`config.mk`:
```
export PLATFORM = sky130hd
export DESIGN_NAME = out_port_sched
export DESIGN_NICKNAME = d
export VERILOG_FILES = /design/src/rtl/out_port_sched.sv
export SDC_FILE = /design/constraint.sdc
export NUM_CORES = 1
export LEC_CHECK = 0
export CAP_MARGIN = 10
export CORE_AREA = 2 2 59 61
export DETAILED_ROUTE_END_ITERATION = 16
export DIE_AREA = 0 0 61 63
export GPL_TIMING_DRIVEN = 0
export PLACE_DENSITY = 0.75
export SETUP_SLACK_MARGIN = 0.15
export SLEW_MARGIN = 0
export SYNTH_ARGS = -nofsm -noshare
export SYNTH_HDL_FRONTEND = slang
export SYNTH_SLANG_ARGS = --single-unit
```
`constraint.sdc`:
```
create_clock -name clock -period 3.7 [get_ports clock]
set_input_delay 0.74 -clock clock [delete_from_list [all_inputs] [get_ports clock]]
set_output_delay 0.74 -clock clock [all_outputs]
set_load 0.02 [all_outputs]
```
`src/rtl/out_port_sched.sv`:
```
// out_port_sched: round-robin owner of the shared output register, with a per-owner burst limit
// and a forced idle spacing between output pulses.
module out_port_sched #(
   parameter int N_REQ     = 4,
   parameter int DATA_W    = 8,
   parameter int BURST_MAX = 2,
   parameter int MIN_GAP   = 0
) (
   input  logic                      clock,
   input  logic                      reset,
   input  logic                      enable,
   input  logic [N_REQ-1:0]          req_valid,
   input  logic [N_REQ*DATA_W-1:0]   req_data,
   output logic [N_REQ-1:0]          req_ready,
   output logic                      dataoutvx2,
   output logic [DATA_W-1:0]         dataoutx2,
   output logic [$clog2(N_REQ)-1:0]  grant_id,
   output logic                      busy
);
   localparam int IW = $clog2(N_REQ);
   localparam int CW = $clog2(BURST_MAX + 1);
   localparam int GW = $clog2(MIN_GAP + 2);
   localparam logic [1:0] IDLE  = 2'd0;
   localparam logic [1:0] BURST = 2'd1;
   localparam logic [1:0] GAP   = 2'd2;

   logic [1:0]        state;
   logic [IW-1:0]     rr_ptr, owner, win, idx, sel;
   logic [CW-1:0]     burst_cnt;
   logic [GW-1:0]     gap_cnt;
   logic              go, can_idle, can_burst;
   logic [DATA_W-1:0] beat;

   // descending scan so the lowest offset from rr_ptr wins
   always_comb begin
      win = rr_ptr;
      idx = '0;
      for (int k = N_REQ - 1; k >= 0; k--) begin
         idx = IW'((int'(rr_ptr) + k) % N_REQ);
         if (req_valid[idx]) win = idx;
      end
   end

   always_comb begin
      can_idle  = state == IDLE && enable && |req_valid;
      can_burst = state == BURST && enable && req_valid[owner] && burst_cnt < CW'(BURST_MAX);
      sel       = state == IDLE ? win : owner;
      go        = !reset && (can_idle || can_burst);
      req_ready = go ? N_REQ'(1) << sel : '0;
      beat      = req_data[int'(sel)*DATA_W +: DATA_W];
   end

   assign busy = state != IDLE;

   always_ff @(posedge clock or posedge reset) begin
      if (reset) begin
         state      <= IDLE;
         rr_ptr     <= '0;
         owner      <= '0;
         burst_cnt  <= '0;
         gap_cnt    <= '0;
         dataoutvx2 <= 1'b0;
         dataoutx2  <= '0;
         grant_id   <= '0;
      end else begin
         dataoutvx2 <= go;
         if (go) begin
            dataoutx2 <= beat;
            owner     <= sel;
            grant_id  <= sel;
            burst_cnt <= state == IDLE ? CW'(1) : burst_cnt + 1'b1;
            gap_cnt   <= GW'(MIN_GAP);
            state     <= MIN_GAP > 0 ? GAP : BURST;
         end else if (state == BURST) begin
            if (!req_valid[owner] || burst_cnt >= CW'(BURST_MAX)) begin
               rr_ptr <= owner == IW'(N_REQ - 1) ? '0 : owner + 1'b1;
               state  <= IDLE;
            end
         end else if (state == GAP) begin
            gap_cnt <= gap_cnt - 1'b1;
            if (gap_cnt == GW'(1)) state <= BURST;
         end else if (state != IDLE) begin
            state <= IDLE;
         end
      end
   end
endmodule
```
# --- Word-level counts from Yosys, hierarchy flattened ---
# Cells that the tools add are included.
op_classes:
  add_sub_neg: 6
  magnitude_cmp: 7
  n_eq_ne: 6
  n_shift: 2
  muxes: 27
  n_bitwise: 1
  n_reduce_logical: 18
ops:
  columns: ["cell", "n"]
  rows:
  - ["indexed part select 32 x 6 -> 8 bit", 1]
  - ["two-way mux 2 bit", 13]
  - ["< comparator 2 x 3 -> 1 bit, second input constant", 5]
  - ["binary-select mux 1 bit (select 2 bit)", 5]
  - ["two-way mux 1 bit", 8]
  - ["adder 2 x 1 -> 2 bit, second input constant", 3]
  - ["logical AND 1 bit", 6]
  - ["AND reduction 3 bit", 2]
  - ["adder 2 bit, second input constant", 2]
  - ["equality test 2 bit, second input constant", 2]
  - ["two-way mux 4 bit", 1]
  - ["!= test 4 bit, second input constant", 1]
  - ["nonzero test 2 bit", 2]
  - ["nonzero test 4 bit", 1]
  - ["OR reduction 4 bit", 1]
  - ["<< shifter 1 x 2 -> 4 bit, first input constant", 1]
  - ["!= test 3 x 2 -> 1 bit, second input constant", 1]
  - ["equality test 2 x 1 -> 1 bit, second input constant", 1]
  - ["greater-or-equal comparator 2 bit, second input constant", 1]
  - ["logical NOT 1 bit", 2]
  - ["logical NOT 2 bit", 1]
  - ["logical OR 1 bit", 2]
  - ["< comparator 2 bit, second input constant", 1]
  - ["!= test 2 bit, second input constant", 1]
  - ["other kinds (3)", 3]
totals:
  ff_bits: 18
  in_bits: 39

# --- Depth between registers and ports, before layout ---
logic_depth:
  depth_word: 10
  depth_mapped: 9
  depth_no_buf: 7

# --- Worst setup path after synthesis ---
# OpenSTA, ideal clock, no wires.
synth_timing:
  path_type: "in2out"
  from: "in req_valid[3]"
  to: "out req_ready[1]"
  arrival_ns: 2.307
  path_slack_ns: 0.653
  cell_stages: 9
  cell_sequence: "buf_2 -> mux4_2 -> nand2b_1 -> a221o_2 -> buf_6 -> inv_4 -> buf_2 -> nand2_1 -> nor2_1"
synth_between:
  word_cells_on_any_way: 23
  cone_classes: "1 x shift; 16 x mux; 6 x reduce/logical"
synth_rtl:
  columns: ["element", "line", "rtl"]
  rows:
  - ["start: declaration", "12", "input logic [N_REQ-1:0] req_valid,"]
  - ["binary-select mux 1 bit (select 2 bit)", "46", "can_burst = state == BURST && enable && req_valid[owner] && burst_cnt < CW'(BURST_MAX);"]
  - ["two-way mux 1 bit (implied by the code)", "46", null]
  - ["logical AND 1 bit (2 in series)", "46", null]
  - ["logical OR 1 bit *", "48", "go = !reset && (can_idle || can_burst);"]
  - ["logical AND 1 bit *", "48", null]
  - ["via go", "31", "logic go, can_idle, can_burst;"]
  - ["two-way mux 4 bit *", "49", "req_ready = go ? N_REQ'(1) << sel : '0;"]
  - ["end: declaration", "14", "output logic [N_REQ-1:0] req_ready,"]
# The timed path passes the listed nets; every way through them passes the cells marked *. The select of a mux whose other input is x is not followed.

# --- Worst setup path in the final report ---
layout_timing:
  from: "in req_valid[1]"
  to: "out req_ready[1]"
# Same word-level chain as after synthesis.

==> summary.txt <==
Finish
  • Most common cell after layout, fill and taps aside: clkdlybuf4s50_1
  • Commonest cells after routing, fill and taps aside: 46 x clkdlybuf4s50_1, 22 x nand2_1, 16 x dfrtp_1
  • Final Cell Area: between 1500 and 2000 µm²
  • Final Non-Filler Cells: about 250
  • Antenna cell count: 0
  • P&R area growth vs syn: 56.2%
  • Share of cells above drive strength 1: approximately 17%
  • Filler cells: around 300
  • Nets@finish: between 200 and 250

Power and ir drop
  • LEAKAGE: about 0.81 nW
  • Design Power: about 1.3 mW
  • Pwr/cell area: between 600 and 700 nW/µm²
  • VDD IR-drop max: 0.000265 V

Placed design
  • Detailed placement HPWL: approximately 2700 µm
  • DP Area: between 1500 and 2000 µm²
  • PortBufs: 53
  • GPL Wtd Cong: slightly below 0.8
  • Placed Cells: ~240

Yosys
  • Netlist cell types: 42
  • Syn avg cell area: 8.76 µm²
  • Cell taking the most area after synthesis: dfrtp_1
  • Yosys warning count: 0
  • Top FF cell, synth: dfrtp_1
  • Post-synth EDFFs: 0
  • Top post-synthesis cells by area: dfrtp_1 33%, mux2i_1 9.0%, nand2_1 6.7%
  • Register area share after synthesis: between 30% and 40%
  • Syn Inst Count: between 100 and 150
  • Mapped cell area: around 1200 µm²
  • Post-synth ARST share: between 90% and 100%
  • Net Count, Synth: 181
  • Synth top area share: around 33%
  • #FFs+latches synth: 16

Die
  • Num rows: 21
  • Die Span X: about 60 µm
  • Core region area: between 3000 and 4000 µm²
  • IO Count: between 50 and 60
  • Die area: ~3800 µm²
  • Die height: about 63 µm
  • Starting Density: a little under two fifths

Detailed routing
  • DRC viols: 0
  • Detailed Routing Iterations Pass 1: 4
  • Number of routed nets with antenna violations: 0
  • WL final: 3500 µm
  • DR WL/cell: ~14 µm
  • DRT iter0 DRCs: 76
  • Vias per std cell: 5.33
  • Vias post-DR: 1327

Setup path
  • Reg2reg start: owner[0]
  • Worst Path Class, Setup: in2out
  • Crit start category: input pin
  • Data arrival, critical path: 2.53 ns
  • R2R Setup Slk: roughly 1.4 ns
  • Reg2Reg Capture Point: rr_ptr[1]
  • R2R cell count: 8
  • Crit-path max FO: 10
  • Req. time, crit path: 2.96 ns
  • Crit end category: primary output

Hold path
  • Hold endpoint: burst_cnt[1]
  • Hold Path Depth: 2
  • Min-delay src: burst_cnt[1]
  • Hold Path Class: reg2reg

CTS
  • Worst skew pair latency: 0.28 ns
  • Worst-path clk slew: 0.09 ns
  • H-tree levels: 1
  • Hold Buf Count CTS: 0
  • CTS sink cnt: 16
  • Root Buffer Master: clkbuf_4
  • TritonCTS Buffers: 3
  • Max Root-Sink Buffers: 2
  • CTS tree: built

Status
  • Status: finished clean

Timing
  • Slew headroom: roughly 64%
  • # setup viols final: 0
  • F_max: around 0.31 GHz
  • Hold Fails Final Rpt: 0
  • Setup TNS: 0 ns
  • Tmin final: 3.27 ns
  • Final period util: about nine tenths
  • Clock Skews: 0.00181 ns
  • WHS: approximately 0.52 ns
  • Setup repair after global routing missed its margin: no
  • Worst Tran Pin Value: approximately 0.53 ns
  • Final Slew Violations: 0

GRT
  • Total GRT Usage: between 20 and 25%
  • First-pass GRT wire length: just over 6000 µm
  • Vias in the first global route: ~1400
  • Largest net degree at the start of global routing: 18
  • Initial antenna violation count: 0
  • GRT Residual Overflow: 0

Flow run
  • Max-cap viol count: 0
-- cell usage after synthesis, types with 2 or more instances --
cell type	count
and2_1	2
nor3_1	4
clkbuf_1	2
nand2b_1	2
inv_1	4
o21a_1	3
o21ai_0	4
buf_6	2
mux2i_1	11
nor2_1	10
a211o_1	2
o2bb2ai_1	6
a21oi_1	3
or3b_2	2
buf_2	3
a31oi_1	8
ha_1	2
dfrtp_1	16
nand2_1	22
nor2b_1	6
o21bai_1	2
o31ai_1	3
nand3_1	2
-- layout make-up --
class	count	area, µm²	share of cell area [%]
timing repair buffer	59	561	29.3
sequential	16	400	20.9
multi-input combinational	111	777	40.6
clock buffer	4	36.3	1.89
tap	46	57.6	3.00
inverter	6	32.5	1.70
buffer	7	51.3	2.68
-- flip-flops by register name (all words and copies together) (netlist names) --
signal / cells
dataoutx2: 8
burst_cnt: 2
owner: 2
rr_ptr: 2
dataoutvx2: 1
state: 1
-- power by group --
part | switching, mW | internal, mW | total (mW) | leakage, nW
logic | 0.447 | 0.412 | 0.859 | 0.601
clock network | 0.0536 | 0.0598 | 0.113 | 0.0210
registers | 0.0633 | 0.252 | 0.316 | 0.185
total | 0.564 | 0.724 | 1.29 | 0.807
-- worst max-delay path, cell delays in order --
cell,delay (ns)
clkbuf_2,0.18
mux4_2,0.27
nand2b_1,0.08
a221o_2,0.39
buf_6,0.14
inv_4,0.07
buf_4,0.17
nand2_1,0.09
nor2_1,0.11
clkdlybuf4s15_2,0.27
-- cell families (layout without fill, tap and decap cells) --
group,Yosys count,count (layout),share of synthesized area [%]
multiplexers,13,13,12.0
AO/OA/AOI/OAI,42,42,25.9
flip-flops,16,16,32.7
buffers and inverters,13,76,5.71
AND/OR/NAND/NOR,54,54,21.6
adder cells (fa/ha/maj),2,2,2.04
-- timing repair --
action	4_1_cts	5_1_grt
resized for setup	17	11
hold endpoints to repair	0	0
buffers inserted	0	6
endpoints found under the setup margin	4	4
pin swaps	1	1
gates cloned	0	0
-- routing by layer --
metal | global-route usage, % | vias to the layer above | wire length (µm)
met4 | 7.88 | 0 | 55
met3 | 4.97 | 8 | 286
met2 | 33.1 | 63 | 1690
li1 | - | 643 | -
met1 | 25.2 | 613 | 1470
met5 | 0 | - | 0
-- worst max-delay path by stage --
stage               depth (start not counted)  slack (ns)          from           end
floorplan                                   9        0.65  req_valid[3]  req_ready[1]
global placement                           10       -0.41         reset  req_ready[3]
detailed placement                          8       -0.42  req_valid[2]  req_ready[2]
CTS                                        10        0.19         reset  req_ready[1]
global route                               10        0.28      owner[0]  req_ready[1]
finish                                     10        0.43  req_valid[1]  req_ready[1]
-- through the flow --
step           util, %  setup WS, ns
6_report          59.3         0.434
5_1_grt           59.3         0.284
4_1_cts           57.9         0.192
3_5_place_dp      56.1        -0.421
3_3_place_gp      56.1        -0.410
2_1_floorplan        -         0.653
No activity file was read; power rests on OpenSTA's default activity.
==> RTL change, RTL diff (same settings) <==
Set the parameter `DATA_W` to 10 (it was 8).
--- a/src/rtl/out_port_sched.sv
+++ b/src/rtl/out_port_sched.sv
@@ -3,5 +3,5 @@
 module out_port_sched #(
    parameter int N_REQ     = 4,
-   parameter int DATA_W    = 8,
+   parameter int DATA_W    = 10,
    parameter int BURST_MAX = 2,
    parameter int MIN_GAP   = 0
Interface: changed (resized dataoutx2 and req_data); port bits go from 55 to 65. The function was not compared with the original's and may differ.
==> RTL change against the original RTL <==
  * Synthesized area up 1.4%
  * Via count up 2.9%
  * Hold slack worse by 34 ps
  * Power up 11%
  * Sequential cell count up 2
  * Highest routed layer unchanged
  * Sequential share of layout area up 1.1 points
  * Critical path depth down 2
  * Worst setup slack worse by 91 ps
  * Combinational power up 10%
  * Routed wire length up 13%
  * Critical endpoint is now req_ready[2]
  * Final area up 7.0%
==> RTL change: results (changes against the original RTL) <==
Setup path
  • Worst Reg-to-Reg Cells: 6 (-2)
  • CP startpoint: req_valid[3]
  • Worst endpoint data arrival time: 2620 ps (+90 ps)
  • Reg-to-reg startpoint: rr_ptr[1]
  • CP endpoint: req_ready[2]

Place
  • PortBufs: 64 (+21%)
  • GP Congestion: 0.870 (+10%)
  • Placement Cell Area: 1940 um^2 (+7.0%)

Route
  • WL final: 3960 um (+13%)
  • Drt initial violations: 45 (-41%)
  • Vias: 1,365 (+2.9%)
  • Met1 wire length: 1670 um (+14%)

Power and ir drop
  • P_leak: 0.000862 uW (+6.9%)
  • Comb power frac: 66.2% (-0.5 points)

Yosys
  • Mean Syn Cell Area: 9.14 um^2 (+4.4%)
  • Most instantiated cells after synthesis: 20 x a221oi_1, 20 x and2_1, 18 x dfrtp_1
  • Share of the synthesized area in the top cell type: 36.2% (+3.6 points)
  • Count of cell types in the netlist: 28 (-33%)

Layout
  • Number of flip-flops in the largest register: 10 (+2)
  • Multi-input logic area: 738 um^2 (-5.0%)
  • Final Net Count: 262 (+6.9%)

Outcome
  • Status: complete, no violations

Clock tree
  • Post-cts resize count: 13 (-4)

Timing
  • Final hold slack: 489 ps (-34.3 ps)

Min path
  • Hold Startpoint: dataoutx2[1]

Global routing
  • First-pass GRT wire length: 6640 um (+9.1%)
  • Met3 GRT Util: 3.52% (-1.4 points)
  • Met2 Use GR: 36.8% (+3.8 points)
  • Total track usage: 22.6% (+2.3 points)
  • Vias in the first global route: 1,460 (+4.1%)
-- RTL change: changes by cell type in the layout (fill, tap and decap cells not counted), sizes merged, moves of 4 or more --
cell / delta
o2bb2ai: -6
mux2i: -10
a31oi: -8
a221oi: +20
and2: +18
clkbuf: +5
clkdlybuf4s50: +10
nor2: -6
nand2: -7
o31ai: +9
nor2b: -4
-- RTL change: cell families after synthesis --
logic type	Yosys count	synth area share, %
and+or+nand+nor	52	21.9
AOI/OAI and AO/OA	43	28.8
DFF	18	36.2
buffers and inverters	16	5.43
muxes	5	5.63
adders and majority gates	2	2.01
-- RTL change: worst max-delay path, stage by stage --
cell and delay (ps):
dlygate4sd2_1 310, mux4_1 520, nand2b_1 140, a221o_2 210, buf_6 150, inv_1 70
and3_1 140, dlygate4sd2_1 320
-- RTL change: cell type report --
type                    instances  area share [%]
multi-input cells             102            36.0
well taps                      46            2.81
plain buffers                  12            2.99
repair buffers                 72            33.5
flip-flops and latches         18            22.0
clock buffers                   4            1.77
inverters                       4           0.916
